[src/rtl/ucie_ctl_sb_pkg.sv]
// Shared sideband definitions: message select encoding, header constants and field positions.
// Used by both the sideband transmit and receive stages.
package ucie_ctl_sb_pkg;

    localparam logic [2:0] SB_SRC_ID      = 3'b001;
    localparam logic [2:0] SB_DST_ID      = 3'b101;
    localparam logic [4:0] SB_OPC_NODATA  = 5'b10010;
    localparam logic [4:0] SB_OPC_DATA    = 5'b11011;

    localparam logic [7:0] MSG_CODE_REQ    = 8'h03;
    localparam logic [7:0] MSG_CODE_RSP    = 8'h04;
    localparam logic [7:0] MSG_CODE_ERR    = 8'h09;
    localparam logic [7:0] MSG_CODE_ADVCAP = 8'h01;

    localparam logic [7:0] SUB_ACTIVE      = 8'h01;
    localparam logic [7:0] SUB_LINKRESET   = 8'h09;
    localparam logic [7:0] SUB_ERR_CE      = 8'h00;
    localparam logic [7:0] SUB_ERR_NF      = 8'h01;
    localparam logic [7:0] SUB_ERR_F       = 8'h02;
    localparam logic [7:0] SUB_ADVCAP      = 8'h00;

    // phase0 field positions
    localparam int HDR_SRC_MSB  = 31;
    localparam int HDR_SRC_LSB  = 29;
    localparam int HDR_CODE_MSB = 21;
    localparam int HDR_CODE_LSB = 14;
    localparam int HDR_OPC_MSB  = 4;
    localparam int HDR_OPC_LSB  = 0;

    // phase1 field positions
    localparam int HDR_DP_BIT   = 31;
    localparam int HDR_CP_BIT   = 30;
    localparam int HDR_DST_MSB  = 26;
    localparam int HDR_DST_LSB  = 24;
    localparam int HDR_SUB_MSB  = 7;
    localparam int HDR_SUB_LSB  = 0;

    typedef enum logic [4:0] {
        SEL_REQ_ACTIVE    = 5'd1,
        SEL_REQ_LINKRESET = 5'd2,
        SEL_RSP_ACTIVE    = 5'd3,
        SEL_RSP_LINKRESET = 5'd4,
        SEL_ERR_CE        = 5'd5,
        SEL_ERR_NF        = 5'd6,
        SEL_ERR_F         = 5'd7,
        SEL_ADVCAP        = 5'd8
    } msg_sel_e;

    typedef enum logic [1:0] {
        ST_IDLE = 2'd0,
        ST_SEND = 2'd1,
        ST_GAP  = 2'd2
    } tx_state_e;

endpackage

[src/rtl/ucie_ctl_sb_msg_builder.sv]
// Combinational sideband message builder: select + capability value -> 128-bit message
// laid out {phase0, phase1, phase2, phase3}, with cp/dp filled into phase1.
module ucie_ctl_sb_msg_builder
    import ucie_ctl_sb_pkg::*;
(
    input  logic [4:0]   i_sel,
    input  logic [31:0]  i_cap,
    output logic [127:0] o_msg,
    output logic         o_has_data,
    output logic         o_supported
);

    logic [7:0]  code;
    logic [7:0]  sub;
    logic [31:0] p0;
    logic [31:0] p1;
    logic [31:0] d2;

    always_comb begin
        code        = 8'h00;
        sub         = 8'h00;
        o_supported = 1'b1;
        o_has_data  = 1'b0;
        case (i_sel)
            SEL_REQ_ACTIVE:    begin code = MSG_CODE_REQ;    sub = SUB_ACTIVE;    end
            SEL_REQ_LINKRESET: begin code = MSG_CODE_REQ;    sub = SUB_LINKRESET; end
            SEL_RSP_ACTIVE:    begin code = MSG_CODE_RSP;    sub = SUB_ACTIVE;    end
            SEL_RSP_LINKRESET: begin code = MSG_CODE_RSP;    sub = SUB_LINKRESET; end
            SEL_ERR_CE:        begin code = MSG_CODE_ERR;    sub = SUB_ERR_CE;    end
            SEL_ERR_NF:        begin code = MSG_CODE_ERR;    sub = SUB_ERR_NF;    end
            SEL_ERR_F:         begin code = MSG_CODE_ERR;    sub = SUB_ERR_F;     end
            SEL_ADVCAP: begin
                code       = MSG_CODE_ADVCAP;
                sub        = SUB_ADVCAP;
                o_has_data = 1'b1;
            end
            default: o_supported = 1'b0;
        endcase

        p0 = '0;
        p0[HDR_SRC_MSB:HDR_SRC_LSB]   = SB_SRC_ID;
        p0[HDR_CODE_MSB:HDR_CODE_LSB] = code;
        p0[HDR_OPC_MSB:HDR_OPC_LSB]   = o_has_data ? SB_OPC_DATA : SB_OPC_NODATA;

        p1 = '0;
        p1[HDR_DST_MSB:HDR_DST_LSB] = SB_DST_ID;
        p1[HDR_SUB_MSB:HDR_SUB_LSB] = sub;

        d2 = o_has_data ? i_cap : 32'h0;

        // parity bits are still zero here, so folding all of p1 excludes them
        p1[HDR_CP_BIT] = (^p0) ^ (^p1);
        p1[HDR_DP_BIT] = ^d2;

        o_msg = {p0, p1, d2, 32'h0};
    end

endmodule

[src/rtl/ucie_ctl_sb_tx.sv]
// Sideband transmit stage: accepts a message request, gates it on remote-RX credits,
// and serializes the header (and ADVCAP payload) MSB-first in N-bit beats.
module ucie_ctl_sb_tx
    import ucie_ctl_sb_pkg::*;
#(
    parameter int N       = 16,
    parameter int CRD_MAX = 4
) (
    input  logic         i_clk,
    input  logic         i_rst,
    input  logic         i_msg_vld,
    input  logic [4:0]   i_msg_sel,
    input  logic [31:0]  i_adv_cap_value,
    input  logic         i_pl_cfg_crd,
    output logic [N-1:0] o_pl_cfg,
    output logic         o_pl_cfg_vld,
    output logic         o_msg_ack,
    output logic         o_msg_err,
    output logic         o_busy,
    output logic [3:0]   o_crd_cnt,
    output logic         o_crd_ovf
);

    localparam logic [2:0] BEATS_HDR_M1 = 3'(64 / N - 1);
    localparam logic [2:0] BEATS_ALL_M1 = 3'(128 / N - 1);
    localparam logic [3:0] CRD_FULL     = 4'(CRD_MAX);

    tx_state_e    state;
    tx_state_e    state_nxt;
    logic [127:0] msg;
    logic         has_data;
    logic         supported;
    logic [127:0] shreg;
    logic [2:0]   beat_left;
    logic [3:0]   crd;
    logic         accept;

    ucie_ctl_sb_msg_builder u_builder (
        .i_sel       (i_msg_sel),
        .i_cap       (i_adv_cap_value),
        .o_msg       (msg),
        .o_has_data  (has_data),
        .o_supported (supported)
    );

    // Credit check uses the registered count, so a same-cycle return does not enable accept.
    assign accept = !i_rst && (state == ST_IDLE) && i_msg_vld && supported && (crd != 4'd0);

    always_ff @(posedge i_clk) begin
        if (i_rst) begin
            state <= ST_IDLE;
        end else begin
            state <= state_nxt;
        end
    end

    always_comb begin
        state_nxt = state;
        case (state)
            ST_IDLE: if (accept) state_nxt = ST_SEND;
            ST_SEND: if (beat_left == 3'd0) state_nxt = ST_GAP;
            ST_GAP:  state_nxt = ST_IDLE;
            default: state_nxt = ST_IDLE;
        endcase
    end

    always_comb begin
        o_pl_cfg_vld = (state == ST_SEND);
        o_busy       = (state == ST_SEND) || (state == ST_GAP);
        o_msg_ack    = accept;
        o_msg_err    = !i_rst && (state == ST_IDLE) && i_msg_vld && !supported;
        o_crd_ovf    = !i_rst && i_pl_cfg_crd && !accept && (crd == CRD_FULL);
        o_pl_cfg     = o_pl_cfg_vld ? shreg[127 -: N] : '0;
        o_crd_cnt    = crd;
    end

    always_ff @(posedge i_clk) begin
        if (i_rst) begin
            shreg     <= '0;
            beat_left <= '0;
        end else if (accept) begin
            shreg     <= msg;
            beat_left <= has_data ? BEATS_ALL_M1 : BEATS_HDR_M1;
        end else if (state == ST_SEND) begin
            shreg     <= shreg << N;
            beat_left <= beat_left - 3'd1;
        end
    end

    always_ff @(posedge i_clk) begin
        if (i_rst) begin
            crd <= CRD_FULL;
        end else begin
            case ({i_pl_cfg_crd, accept})
                2'b10:   if (crd != CRD_FULL) crd <= crd + 4'd1;
                2'b01:   crd <= crd - 4'd1;
                default: crd <= crd;
            endcase
        end
    end

endmodule
[config.mk]
export PLATFORM = sky130hd
export DESIGN_NAME = ucie_ctl_sb_tx
export DESIGN_NICKNAME = d
export VERILOG_FILES = /design/src/rtl/ucie_ctl_sb_pkg.sv /design/src/rtl/ucie_ctl_sb_msg_builder.sv /design/src/rtl/ucie_ctl_sb_tx.sv
export SDC_FILE = /design/constraint.sdc
export NUM_CORES = 1
export LEC_CHECK = 0
export CAP_MARGIN = 20
export CORE_ASPECT_RATIO = 0.75
export CORE_MARGIN = 2
export CORE_UTILIZATION = 42
export DETAILED_ROUTE_END_ITERATION = 7
export GPL_ROUTABILITY_DRIVEN = 0
export PLACE_DENSITY = 0.65
export SETUP_SLACK_MARGIN = 0.4
export SLEW_MARGIN = 20
export SYNTH_ARGS = -nofsm -noshare
export SYNTH_HDL_FRONTEND = slang
export SYNTH_HIERARCHICAL = 1
export SYNTH_SLANG_ARGS = --single-unit
[constraint.sdc]
create_clock -name i_clk -period 3.4 [get_ports i_clk]
set_input_delay 0.68 -clock i_clk [delete_from_list [all_inputs] [get_ports i_clk]]
set_output_delay 0.68 -clock i_clk [all_outputs]
set_load 0.01 [all_outputs]
==> results of run 1 <==
==> flip-flops by register name (all words and copies together), names as in the netlist <==
register,cells
shreg,128
beat_left,3
o_crd_cnt,4
state,2
==> cell families (layout without fill, tap and decap cells) <==
group / Yosys count / count (layout) / share of synthesized area
AOI/OAI and AO/OA: 153 / 153 / 0.180
xor gates and xnor gates: 36 / 36 / 0.0398
adders and majority gates: 6 / 6 / 0.00948
buffers and inverters: 165 / 144 / 0.136
DFF: 137 / 137 / 0.347
muxes: 114 / 114 / 0.144
other: 2 / 85 / 0.000949
and+or+nand+nor: 237 / 237 / 0.143
==> area by class of cell <==
cell class	instances	area, um2
Sequential cell	137	2740
Tap cell	247	309
Multi-Input combinational cell	631	4450
Clock buffer	22	444
Fill cell	1781	9410
Timing Repair Buffer	104	962
Inverter	8	35.0
Clock inverter	10	103
==> worst paths after layout <==
check	from	endpoint	slack, ps
hold / removal	shreg[8]$_SDFFE_PP0P_	shreg[8]$_SDFFE_PP0P_	480
setup / recovery	state[1]$_SDFFE_PP0P_	o_pl_cfg[8]	550
hold reg to reg	shreg[8]$_SDFFE_PP0P_	shreg[8]$_SDFFE_PP0P_	480
setup reg to reg	state[1]$_SDFFE_PP0P_	shreg[52]$_SDFFE_PP0P_	750
==> layout by cell type, fill, tap and decap left out, types with 25 or more instances in the layout <==
master / instances
a211oi_1: 46
a211oi_2: 68
and2_1: 47
buf_4: 34
clkdlybuf4s50_1: 57
conb_1: 85
dfxtp_1: 137
mux2i_1: 113
nand2_1: 25
nor2_1: 116
xnor2_1: 32
==> worst min-delay path, cell delays in order (launching register included) <==
cell     delay (ps)
dfxtp_1         310
nand3_1          70
a21oi_1          60
==> stage by stage <==
stage                     hold WS (ps)  worst slack, ps   util  power (mW)
after global routing               508              402  0.490        5.38
after floorplan                    464              175      -        3.11
after CTS                          486              397  0.489        5.16
final                              484              546  0.490        5.12
after global placement             475             -291  0.458        3.40
after detailed placement           478             -375  0.458        3.42
==> layer usage <==
layer	up-vias	GRT usage
met3	11	0.0412
met1	2507	0.233
met5	-	0
met2	74	0.239
met4	0	0.0442
li1	2895	-
==> power breakdown <==
group,internal (mW),switching [mW]
Sequential,1.75,0.0892
Combinational,0.712,0.833
Clock,1.07,0.668
Total,3.53,1.59
==> timing repair <==
| item | in CTS | in global routing |
|---|---|---|
| buffers inserted | 1 | 5 |
| gates resized for setup | 20 | 7 |
| pin swaps | 1 | 5 |
| hold buffers | 0 | 0 |
| setup endpoints to repair | 95 | 93 |
==> results.md, run 1 <==
- The first-pass GRT wire length is ~26000 um.
- For this design the static power due to leakage is 3.34 nW.
- The post-synthesis sequential area ratio is 0.347.
- The initial antenna violation count is 0.
- Dividing the detail-routed wire length by the instance count gives 13.3 um.
- The final count of pins violating max slew was 0.
- The worst hold path class is reg -> reg.
- 0 antenna diodes ended up in the layout.
- For this design, the sink count on the clock tree is 137.
- The CTS tree is yes.
- The share of the clock period used by the worst path is 0.839.
- The total routing usage reported by global routing is 0.162.
- In this run, placement finished with an instance count of 1121.
- The wire length on met2 is 6670 um.
- The cell count after synthesis came out at 850.
- In this run the number of cells on the critical path is 5.
- No sink is reached through more buffers than the 2 on the longest clock path.
- The largest total area in the synthesized netlist belongs to dfxtp_1.
- Of the post-synthesis cell area, the dominant cell type holds 0.347.
- The most used flip-flop cell after synthesis is dfxtp_1.
- The worst pin sits at a relative slew slack of 0.261.
- The global route total overflow is 0.
- The number of port buffers is 65.
- On the final layout, the worst clock skew is ~4.9 ps.
- The number of CTS-inserted buffers is 17.
- For this design, the slowest cell found on the critical path is clkdlybuf4s50_1.
- The actual transition at the worst max-transition pin is roughly 1100 ps.
- The number of DRC violations after detailed routing is 0.
- The number of vias per cell is 4.73.
- The fraction of layout instances using a drive strength above 1 is 0.174.
- The synthesized design contains 0 enable-type register cells.
- The critical path goes through inv_1, ha_4, buf_12, and2_1, clkdlybuf4s50_1.
- Clock-pin slew was measured on the worst setup and hold paths at 60 ps.
- The root buffer selected by CTS is clkbuf_16.
- The shortest clock period the worst path allows after layout is between 2000 and 3000 ps.
- With fillers left out, the area of the finished cells amounts to 9050 um2.
- The floorplan has 43 rows.
- The via count of the first global-routing pass is 5061.
- The pin count of the biggest net entering global routing is 123.
- The floorplan step defined a die boundary enclosing 20000 um2.
- The synthesized netlist contains between 40 and 50 unique library cells.
- The cell area that synthesis handed to floorplanning was 7920 um2.
- The maximum clock frequency is between 0.3 and 0.4 GHz.
- Sorting the synthesized cells by area gives the leading types as dfxtp_1 (35%), mux2i_1 (14%), a211oi_2 (11%), buf_4 (8.9%), nor2_1 (5.5%).
- Measured along the x axis, the die boundary spans 163 um.
- The violation count after the first detailed-route iteration is 298.
- For this run, the number of Yosys warnings is 6.
- The number of top-level design ports is 66.
- The detailed-routing iteration count for the pre-antenna-repair pass is 4.
- Setup violations remaining at the end of the flow were counted as 0.
- The signed area change from the synthesized netlist to the final layout is 14.3%.
- The length of routed met3 wiring is between 600 and 700 um.
- The worst register-to-register path has a depth of 6.
- The critical path is of the reg -> out type.
- The synthesized design contains around 140 register bits.
- The wire length on met1 is 8060 um.
- The worst IR drop on VDD is 452 uV.
- The worst endpoint required time is approximately 2700 ps.
- For this configuration, the core starts out at a cell density of 0.429.
- The final cell count without fillers is 1159.
- The worst hold path passes through 2 cells.
- The net count of the finished layout is 946.
- The critical path startpoint category is a flop.
- The core footprint is 18500 um2.
- The highest metal layer carrying signal wires in the routed design is met4.
- The H-tree generated during clock tree synthesis spans 4 levels.
- The via count of the routed design is 5487.
- The critical path contains buffers and inverters numbering 3 combined.
- In this run the mean area of a mapped cell was 9.31 um2.
- Across the run, the number of max-cap violations was 0.
- The placed instances occupy a cell area of between 8000 and 9000 um2.
- The number of nets with antenna violations after routing is 0.
- The arrival time at the worst endpoint is 2170 ps.
- In this design, the stage delay of the slowest critical-path cell is between 500 and 600 ps.
- Along the worst path, the maximum fanout reaches 27.
- For the final routed database, the setup TNS stands at 0 ps.
- The flow ran to the end, and the final reports show no timing, DRC or antenna violations.
- The cell class contributing the biggest share of worst-path delay is buffers and inverters.
- Ranked by instance count, the synthesized netlist is headed by dfxtp_1 (137), nor2_1 (117), mux2i_1 (113).
- The critical path endpoint category is a primary output.
- The later pin in the worst-skew pair is clocked with a latency of 410 ps.
- In this run the power density over the cells is between 500 and 600 nW/um2.
- The vertical die dimension is ~120 um.
- The number of hold-slack violations in the final timing report is 0.
- The share of flip-flops with an asynchronous set or reset is 0.
- The most numerous cell in the Yosys netlist is dfxtp_1.
- The total routed wirelength is 15500 um.
- Setup repair after global routing left no endpoint under its margin.
- Summed over all nets, the half-perimeter wirelength after detailed placement is 10200 um.
Note: power is estimated with default switching activity, not from simulation.
==> run 2: changes to the inputs <==
==> constraint.sdc (replaced) <==
create_clock -name i_clk -period 2.45 [get_ports i_clk]
set_input_delay 0.49 -clock i_clk [delete_from_list [all_inputs] [get_ports i_clk]]
set_output_delay 0.49 -clock i_clk [all_outputs]
set_load 0.01 [all_outputs]
==> results.md, run 2 (synthesis results as in run 1) <==
- The worst-case headroom to the max-slew limit is 0.196.
- Timing would allow up to between 0.3 and 0.4 GHz.
- The number of hold-slack violations in the final timing report was 0.
- After clock tree synthesis, the clock-pin slew on the worst setup and hold paths is 60 ps.
- The floorplan step defined a die boundary enclosing 20000 um2.
- The number of CTS-inserted buffers is 17.
- With fillers left out, the area of the finished cells amounts to between 10000 and 15000 um2.
- The areal power density over the cells is 737 nW/um2.
- The maximum net fanout on the critical path is 4.
- Setup repair after global routing could not meet its margin everywhere.
- The multi-input combinational cell area is 4910 um2.
- The share of the clock period used by the worst path is 1.04.
- Registers take roughly 2700 um2.
- After legalization and detailed placement, the total HPWL measured 10300 um.
- The worst endpoint required time is between 1500 and 2000 ps.
- In this run the cell area measured after placement is 8630 um2.
- The detailed-routing iteration count for the pre-antenna-repair pass is 5.
- TritonCTS built the clock tree.
- The via count of the first global-routing pass is 5367.
- The clock passes through at most 2 buffers.
- The accumulated negative setup slack is -182 ps.
- The setup skew after layout is roughly 15 ps.
- The routed design could run at a clock period as short as about 2500 ps.
- The number of clock sinks seen by CTS is ~140.
- The number of diodes added for antenna fixing is 0.
- The number of nets with antenna violations after routing is 0.
- The detailed router finished its first iteration with 406 violations.
- Fill cells in the final layout number 1525.
- The arrival time at the worst endpoint is 2050 ps.
- The leading cell type in the layout, fill and taps excluded is dfxtp_1.
- The count of H-tree levels built during CTS is 4.
- The final routed wire length divided by cell count is 16.5 um.
- The total design power is 7.92 mW.
- The later pin in the worst-skew pair is clocked with a latency of 430 ps.
- Of the cells placed in the final design, the portion with a size suffix greater than 1 is 0.392.
- Across the VDD grid, the largest voltage drop is 492 uV.
- From bottom edge to top edge, the die measures 123 um.
- The worst setup path is launched from an input port.
- Setup slack on the critical path of the routed design comes to -90.5 ps.
- The floorplan has 43 rows.
- Entering global routing, the biggest net connects 84 pins.
- For this configuration, the core starts out at a cell density of 0.429.
- Setup violations remaining at the end of the flow were counted as 4.
- The largest register by flop count is shreg.
- The first-pass GRT wire length is 27800 um.
- The final reports fail on negative setup slack.
- In the layout the commonest cells are dfxtp_1 (134), mux2i_1 (113), a211oi_2 (89).
- The die extent in x is between 150 and 200 um.
- Max-cap violations in this run came to 0.
- After the last flow step, the layout net total stands at 1035.
- After global routing the overflow that remains totals 0.
- After detailed routing, the number of remaining DRC violations is 0.
- The critical path class is in -> out.
- The pre-CTS setup slack is -894 ps.
- The flip-flop count of the largest register, all copies and words added is 128.
- For this design the top-level I/O count stands at 66.
- The tightest min-delay check is of the in -> reg type.
- The area growth from synthesis to layout is 35.8%.
- The core footprint is 18500 um2.
- The final count of pins violating max slew came to 0.
- The root buffer selected by CTS is clkbuf_16.
- In this run the static leakage power is 4.13 nW.
- The actual transition at the worst max-transition pin is 1210 ps.
- The number of port buffers is 65.
- STA classifies the critical path endpoint as a primary output.
- The flow ran to the end, but the final reports show violations.
- Dividing the detail-routed via count by the number of cells gives 4.97.
- The utilization of the core after routing is 0.582.
- The initial antenna violation count is 0.
- The via count of the routed design is 6206.
- The total routed wirelength is 20600 um.
- Once placement completed, the tool counted placed cells totaling between 1k and 1.5k.
- Hold is met by 459 ps.
- The finished layout holds 1248 standard cells, fillers aside.
- The total routing usage reported by global routing is 0.178.
- In this run, post-CTS hold repair placed 0 buffers.
[run 2: critical path, cell delays in order]
cell and delay, ps:
buf_6 90, buf_8 120, nor2_4 130, nand3b_1 130, o21a_1 160, nor2_2 140
or2_4 150, nand4b_4 100, or2_4 250, inv_4 70, buf_4 110, buf_6 110
[run 2: layout make-up]
| type | instances | share of cell area |
|---|---|---|
| flip-flops and latches | 137 | 0.256 |
| clock buffers | 17 | 0.0396 |
| multi-input cells | 631 | 0.457 |
| well taps | 247 | 0.0288 |
| inverters | 8 | 0.00303 |
| repair buffers | 193 | 0.198 |
| clock inverters | 15 | 0.0177 |
[run 2: worst paths after layout]
kind                     startpoint                        end  slack (ps)  cells past startpoint
max                    i_msg_sel[1]                  o_msg_ack         -90                     12
min reg2reg  shreg[10]$_SDFFE_PP0P_     shreg[10]$_SDFFE_PP0P_         480                      2
max reg2reg   state[1]$_SDFFE_PP0P_  o_crd_cnt[2]$_SDFFE_PP1P_         260                     12
min                           i_rst     shreg[81]$_SDFFE_PP0P_         460                      3
[run 2: power by group]
group	internal, mW	switching, mW
logic	1.33	1.35
registers	2.42	0.122
clock network	1.62	1.07
[run 2: timing repair]
item	CTS	global route
resized for setup	157	126
gates cloned	5	20
endpoints found under the hold margin	0	0
pin swaps	45	37
setup buffers	41	10
endpoints found under the setup margin	160	146
[run 2: metal layers]
layer  wire length (um)  share of wire  global-route usage  vias up
met3                832          0.040              0.0297       28
li1                   -              -                   -     3074
met2               9710           0.47               0.277      126
met5                  0              0                   0        -
met4                384          0.019              0.0647        0
met1               9670           0.47               0.249     2978
==> run 3: changes to the inputs <==
--- a/config.mk
+++ b/config.mk
@@ -8,10 +8,10 @@
 export CAP_MARGIN = 20
 export CORE_ASPECT_RATIO = 0.75
 export CORE_MARGIN = 2
-export CORE_UTILIZATION = 42
+export CORE_UTILIZATION = 54
 export DETAILED_ROUTE_END_ITERATION = 7
 export GPL_ROUTABILITY_DRIVEN = 0
-export PLACE_DENSITY = 0.65
+export PLACE_DENSITY = 0.8
 export SETUP_SLACK_MARGIN = 0.4
 export SLEW_MARGIN = 20
 export SYNTH_ARGS = -nofsm -noshare
==> results.md, run 3 (synthesis results as in run 1) <==
- The final routed wire length divided by cell count is 18.3 um.
- The worst setup path is launched from an input port.
- In this run the deepest clock path goes through 2 buffers.
- The latest clock arrival within the worst-skew pair is 420 ps.
- Dividing the final minimum period by the clock period gives 1.03.
- The arrival time at the worst endpoint is 2030 ps.
- The number of hold-slack violations in the final timing report is 0.
- For this run, the top clock speed supported by timing is 0.397 GHz.
- More flip-flops sit in one register than any other, and that register is shreg.
- The end point of the critical path is o_msg_ack.
- The reg-to-reg critical path endpoint is o_crd_cnt[2]$_SDFFE_PP1P_.
- Clock tree synthesis found a total of 137 sinks.
- The pre-antenna-repair detailed-routing pass consisted of 5 iterations.
- The pin count of the biggest net entering global routing is 52.
- At the end of the flow, the number of nets in the layout was 990.
- The half-perimeter wire length after placement is slightly below 10000 um.
- The number of diodes added for antenna fixing is 0.
- The core footprint is 14400 um2.
- In this run the horizontal extent of the chip is roughly 140 um.
- In this run the vertical extent of the chip is 109 um.
- TritonCTS created 17 clock buffers.
- The initial antenna violation count is 0.
- The via count of the routed design is 6297.
- Setup repair after global routing could not meet its margin everywhere.
- For the finished layout, the period the worst path requires is 2520 ps.
- CTS built an H-tree with a depth of 4.
- For this run, design rule violations remaining after detail routing come to 0.
- The signed area change from the synthesized netlist to the final layout is 26.3%.
- Total power for the finished layout comes to slightly below 8 mW.
- Clock-pin slew was measured on the worst setup and hold paths at 50 ps.
- The initial utilization of the core area, before any placement, comes to 0.549.
- The library cells used most frequently in the layout, excluding fill and tap cells, are dfxtp_1 (134), mux2i_1 (113), conb_1 (85).
- The critical path launch point is i_msg_sel[0].
- The accumulated negative setup slack is -279 ps.
- The flip-flop count of the largest register, all copies and words added is 128.
- Leaving out fill and tap cells, the most frequent cell in the layout is dfxtp_1.
- The number of port buffers is 65.
- Measured in cells, the most critical reg-to-reg path has a length of 12.
- The worst IR drop on VDD is around 570 uV.
- Setup violations remaining at the end of the flow were counted as 8.
- For this design the static power due to leakage is 3.81 nW.
- The post-layout worst setup margin is -69.1 ps.
- During I/O placement, the number of pins put on the boundary was 66.
- For this design the ratio of total power to cell area is 781 nW/um2.
- The violation count after the first detailed-route iteration is 510.
- The final count of pins violating max slew is 0.
- STA puts the critical path data required time at just under 2000 ps.
- For the pin with the worst max-slew slack, the measured transition is 699 ps.
- The critical path class is in -> out.
- The total routed wirelength is 21200 um.
- Once detail routing completed, the nets flagged for antenna violations numbered 0.
- On the final layout, the worst clock skew is 6.28 ps.
- The cell sitting at the root of the clock tree is a clkbuf_16.
- The flow ran to the end, but the final reports show violations.
- The via count of the first global-routing pass is 6365.
- The checks that failed: negative setup slack.
- The first global-routing pass estimated 32500 um of wire.
- The CTS tree is yes.
- After detailed routing, the number of vias per cell comes to about 5.5.
- The path class of the tightest hold or removal check is reg -> reg.
- Along the worst path, the maximum fanout reaches 4.
- In the global route stage, overall resource usage came out at 0.268.
- STA classifies the critical path endpoint as a primary output.
- The floorplan has 38 rows.
- Global routing finished with a remaining overflow of 0.
- The worst-case headroom to the max-slew limit is 0.522.
- The setup slack on the worst flop-to-flop path is 140 ps.
- The worst register-to-register path begins at state[1]$_SDFFE_PP0P_.
- Max-cap violations in this run came to 0.
- Of the cells placed in the final design, the portion with a size suffix greater than 1 is 0.326.
- The area of the die is around 16000 um2.
## run 3: changes by cell type in the layout (fill, tap and decap cells not counted), sizes merged
cell | before | now
clkinv | 3 | 7
clkdlybuf4s15 | 1 | 0
inv | 13 | 6
buf | 137 | 88
clkbuf | 30 | 39
clkinvlp | 4 | 1
## run 3: worst min path at each step
stage / start / to / slack, ps / depth (start not counted)
6_report: shreg[7]$_SDFFE_PP0P_ / shreg[7]$_SDFFE_PP0P_ / 490 / 2
5_1_grt: shreg[7]$_SDFFE_PP0P_ / shreg[7]$_SDFFE_PP0P_ / 510 / 2
4_1_cts: shreg[5]$_SDFFE_PP0P_ / shreg[5]$_SDFFE_PP0P_ / 490 / 2
3_5_place_dp: shreg[12]$_SDFFE_PP0P_ / shreg[12]$_SDFFE_PP0P_ / 480 / 2
3_3_place_gp: shreg[12]$_SDFFE_PP0P_ / shreg[12]$_SDFFE_PP0P_ / 470 / 2
2_1_floorplan: shreg[0]$_SDFFE_PP0P_ / shreg[0]$_SDFFE_PP0P_ / 460 / 2
## run 3: routing by layer
metal,part of all wire,routed length (um),global-route usage
met2,0.49,10300,0.440
met1,0.42,8870,0.345
met5,0,0,0
met4,0.035,730,0.121
met3,0.059,1260,0.0514
## run 3: layout make-up
cell class                      count  area [um2]
Multi-Input combinational cell    631        4770
Fill cell                         989        4410
Sequential cell                   137        2750
Timing Repair Buffer              148        1600
Clock buffer                       21         470
Tap cell                          200         250
Clock inverter                      9         123
Inverter                            8        35.0
## run 3: per-stage QoR
step	utilization	cell area, um2	hold WS (ps)	setup slack [ps]	cells
2_1_floorplan	-	8330	464	-585	933
3_3_place_gp	0.588	8470	472	-878	1082
3_5_place_dp	0.588	8470	477	-943	1082
4_1_cts	0.685	9870	486	-3.61	1146
5_1_grt	0.694	9990	506	-186	1154
6_report	0.694	9990	486	-69.1	1154
## run 3: worst max-delay path, cell delays in order
cell and delay (ps):
buf_8 100, buf_6 120, nor2_4 90, nand3b_1 110, o21a_1 140, nor2_2 140
or2_4 160, nand4b_4 110, or2_4 280, clkinv_4 60, buf_4 130, buf_6 110
## run 3: power by group
part | internal, mW | switching [mW]
Clock | 1.66 | 0.959
Combinational | 1.26 | 1.37
Sequential | 2.42 | 0.134
## run 3: timing repair
action | in CTS | in global routing
cloned | 9 | 2
pin swaps | 71 | 15
endpoints found under the setup margin | 158 | 157
hold buffers | 0 | 0
buffers inserted | 25 | 6
gates resized for setup | 181 | 53
==> RTL change 1: new RTL, settings of run 1 <==
The 3 states of `tx_state_e` get a one-hot encoding in 3 bits.
--- a/src/rtl/ucie_ctl_sb_pkg.sv
+++ b/src/rtl/ucie_ctl_sb_pkg.sv
@@ -48,6 +48,6 @@
 
-    typedef enum logic [1:0] {
-        ST_IDLE = 2'd0,
-        ST_SEND = 2'd1,
-        ST_GAP  = 2'd2
+    typedef enum logic [2:0] {
+        ST_IDLE = 3'b001,
+        ST_SEND = 3'b010,
+        ST_GAP  = 3'b100
     } tx_state_e;
Function: same outputs for any inputs over 10 cycles, from zero or initial values and one cycle with i_rst high; not proved beyond that.
==> RTL change 1 against run 1 <==
Final cell count fell by 0.95%. Setup slack lost 0.066 ns. Design area is 0.58% higher. Synthesized area up 1.4%. Core utilization fell by 0.14 points. Routed wire length up 3.7%. Critical path type is now in2out. Critical endpoint is now o_crd_ovf. Sequential cell count increased by 1.
Power is not compared: it rests on default switching activity, and its combinational part moved more than twofold at a synthesized area within 25%.
==> RTL change 1: results (changes against run 1) <==
[routing]
vias = 5481  ; -0.11%
routed_wl_um = 16000  ; +3.7%
drt_iter0_markers = 409  ; +37%
drt_first_pass_iters = 5  ; +1

[cells_and_area]
largest_reg_flops = 128  ; unchanged
drive_gt1_frac = 0.182  ; +0.00768
finalNetCount = 932  ; -1.5%

[synthesis]
synth.area.top_cells = dfxtp_1 (34%), a211oi_2 (13%), mux2i_1 (12%)
ys_seq_area_frac = 0.344  ; -0.00237
synth_commonest_cells = dfxtp_1 (138), nor2_1 (102), buf_4 (98), mux2i_1 (95), a211oi_2 (85)
ys_types = 51  ; +6.3%

[global_route]
grt_pass1_vias = 4863  ; -3.9%
grt_start_max_net_pins = 137  ; +11%
grt_pass1_wl_um = 25400  ; -0.38%
gr-usage-all-layers = 0.161  ; -0.000505

[outcome]
status = finished, final reports clean

[critical_path]
cp-endpoint = o_crd_ovf
crit_start = i_msg_sel[0]
reg2reg_slack_ns = 1.08  ; +0.33 ns
path_max_fanout = 5  ; -81%
r2r-end = o_crd_cnt[2]
worstReg2RegStart = o_crd_cnt[0]
arrival_ns = 2.24  ; +0.07 ns
r2r_cells = 8  ; +2

[worst_hold_path]
worstHoldStart = shreg[69]

[placement]
place_area_mm2 = 0.00849  ; +0.41%
post-dp-hpwl_um = 9800  ; -3.6%

[timing]
max-slew-margin-rel = 0.434  ; +0.173
skew_ns = 0.00918  ; +0.00426 ns

-- RTL change 1: critical path, stage by stage --
cell,delay (ns)
clkdlybuf4s15_2,0.23
buf_4,0.15
nand2_1,0.06
nor2_1,0.04
a21oi_1,0.15
nor3_2,0.06
or2_4,0.30
nand4b_1,0.14
o211ai_1,0.11
nor3_1,0.15
buf_2,0.16
-- RTL change 1: worst min path at each step --
stage | to | slack [ns] | cells past startpoint
floorplan | shreg[111] | 0.44 | 2
global route | shreg[65] | 0.48 | 2
finish | shreg[69] | 0.45 | 2
CTS | shreg[69] | 0.46 | 2
global placement | shreg[71] | 0.45 | 2
detailed placement | shreg[69] | 0.45 | 2
-- RTL change 1: per-layer routing --
metal,part of all wire,routed length (um),global-route usage,vias up
li1,-,-,-,2876
met1,0.52,8390,0.229,2513
met2,0.44,6990,0.235,81
met3,0.034,546,0.0446,11
met4,0.0074,118,0.0548,0
met5,0,0,0,-
-- RTL change 1: cells by family after synthesis --
logic type | synth area share
simple gates | 0.153
compound gates | 0.200
buf+inv | 0.138
flops | 0.344
mux | 0.118
xor+xnor | 0.0404
fa+ha+maj | 0.00468
other cells | 0.000936
-- RTL change 1: stage by stage --
stage          utilization  hold slack, ns  setup TNS, ns  instances  setup slack [ns]
3_3_place_gp         0.456           0.445          -2.01       1115            -0.330
4_1_cts              0.489           0.457              0       1148             0.430
6_report             0.489           0.454              0       1148             0.480
2_1_floorplan            -           0.436              0        935             0.406
3_5_place_dp         0.456           0.450          -2.60       1115            -0.380
5_1_grt              0.489           0.477              0       1148             0.337
-- RTL change 1: power groups by stage --
| stage | combinational, uW | sequential (uW) | clock (uW) |
|---|---|---|---|
| floorplan | 391 | 1730 | 0 |
| global placement | 436 | 1740 | 0 |
| detailed placement | 438 | 1740 | 0 |
| CTS | 441 | 1710 | 1890 |
| global route | 483 | 1710 | 1960 |
| finish | 441 | 1710 | 1840 |
-- RTL change 1: layout make-up --
type / instances / area (um^2)
clock buffers: 21 / 470
clock inverters: 11 / 120
well taps: 247 / 309
multi-input cells: 636 / 4510
fillers: 1827 / 9520
flip-flops and latches: 138 / 2760
inverters: 4 / 15.0
repair buffers: 91 / 911
-- RTL change 1: what timing repair did --
| action | in CTS | in global routing |
|---|---|---|
| hold buffers | 0 | 0 |
| gates resized for setup | 19 | 3 |
| cloned | 0 | 0 |
| buffers inserted | 1 | 0 |
| endpoints found under the setup margin | 22 | 3 |
| pin swaps | 4 | 3 |
==> RTL change 2: new RTL, settings of run 1 <==
Without the edit above. Make the reset (`i_rst`) asynchronous in 3 clocked blocks.
--- a/src/rtl/ucie_ctl_sb_tx.sv
+++ b/src/rtl/ucie_ctl_sb_tx.sv
@@ -48,3 +48,3 @@
 
-    always_ff @(posedge i_clk) begin
+    always_ff @(posedge i_clk or posedge i_rst) begin
         if (i_rst) begin
@@ -76,3 +76,3 @@
 
-    always_ff @(posedge i_clk) begin
+    always_ff @(posedge i_clk or posedge i_rst) begin
         if (i_rst) begin
@@ -89,3 +89,3 @@
 
-    always_ff @(posedge i_clk) begin
+    always_ff @(posedge i_clk or posedge i_rst) begin
         if (i_rst) begin
Check against the original RTL: differs if i_rst is asserted again (counterexample within 4 cycles, from zero or initial values and one cycle with i_rst high); with i_rst held inactive, the same outputs for 10 cycles.
==> RTL change 2 against run 1 <==
Setup slack got worse by 0.020 ns. Design area is 0.35% lower. Maximum frequency is 0.70% lower. Routed wire length grew 0.18%. Via count shrank 4.6%. Power rose by 27%. Count of clock-buffer cells in the layout down 2. Synthesized area decreased by 0.90%. Sequential power rose by 39%. Sequential cell count stayed put. Synthesized cell count is 2.2% lower. Die area shrank 0.87%. First-iteration DRC count grew 30%.
==> RTL change 2: results (changes against run 1) <==
[outcome]
status = finished, final reports clean

[global_route]
gr-usage-met1 = 0.233  ; -0.000383
gr-usage-all-layers = 0.164  ; +0.00225
grt_use_met2 = 0.257  ; +0.0178
grt_pass1_wl_um = 25800  ; +1.1%

[synthesis]
ys_seq_area_frac = 0.437  ; +0.0907
async_flop_share = 1.00  ; +1.00
syn_avg_cell_area_um2 = 9.44  ; +1.4%

[timing]
fin_hold_ws_ns = 0.501  ; +0.0166 ns

[routing]
routed_wl_um = 15500  ; +0.18%
wl_met1_um = 7710  ; -4.3%
drt_first_pass_iters = 5  ; +1
wl_met3_um = 533  ; -12%

[cells_and_area]
fillers = 1737  ; -2.5%
drive_gt1_frac = 0.0985  ; -0.0759
finalNetCount = 939  ; -0.74%

[placement]
dp.cells = 1111  ; -0.89%
place_area_mm2 = 0.00840  ; -0.65%
post-dp-hpwl_um = 9800  ; -3.6%

[worst_hold_path]
holdPathEnd = shreg[9]
worstHoldStart = shreg[9]

[critical_path]
worstReg2RegStart = state[1]
arrival_ns = 2.19  ; +0.02 ns
path_max_fanout = 32  ; +19%
r2r-end = shreg[25]
reg2reg_slack_ns = 0.99  ; +0.24 ns

[cts]
cts_resized = 18  ; -10%

[power]
p_per_area_mw_per_mm2 = 719  ; +27%
p_leak_uw = 0.00423  ; +27%

[RTL change 2: layout make-up]
type                       instances  share of cell area
sequential                       137               0.380
clock buffer                      20              0.0507
inverter                           9             0.00472
tap                              247              0.0343
clock inverter                    11              0.0110
multi-input combinational        627               0.417
timing repair buffer             100               0.102
[RTL change 2: power by group]
group / internal, uW / switching, uW / leakage, uW / total (uW)
Combinational: 1070 / 1130 / 0.00209 / 2190
Sequential: 2180 / 372 / 0.00186 / 2560
Clock: 1040 / 697 / 0.000268 / 1740
Total: 4290 / 2200 / 0.00423 / 6490
[RTL change 2: cells by family (layout without fill, tap and decap cells)]
group | Yosys count | count (layout) | share of synthesized area
buffers and inverters | 150 | 140 | 0.128
muxes | 116 | 116 | 0.148
DFF | 137 | 137 | 0.437
xor gates and xnor gates | 36 | 36 | 0.0402
AOI/OAI and AO/OA | 130 | 130 | 0.0857
other | 2 | 85 | 0.000957
and+or+nand+nor | 254 | 254 | 0.150
adders and majority gates | 6 | 6 | 0.00957
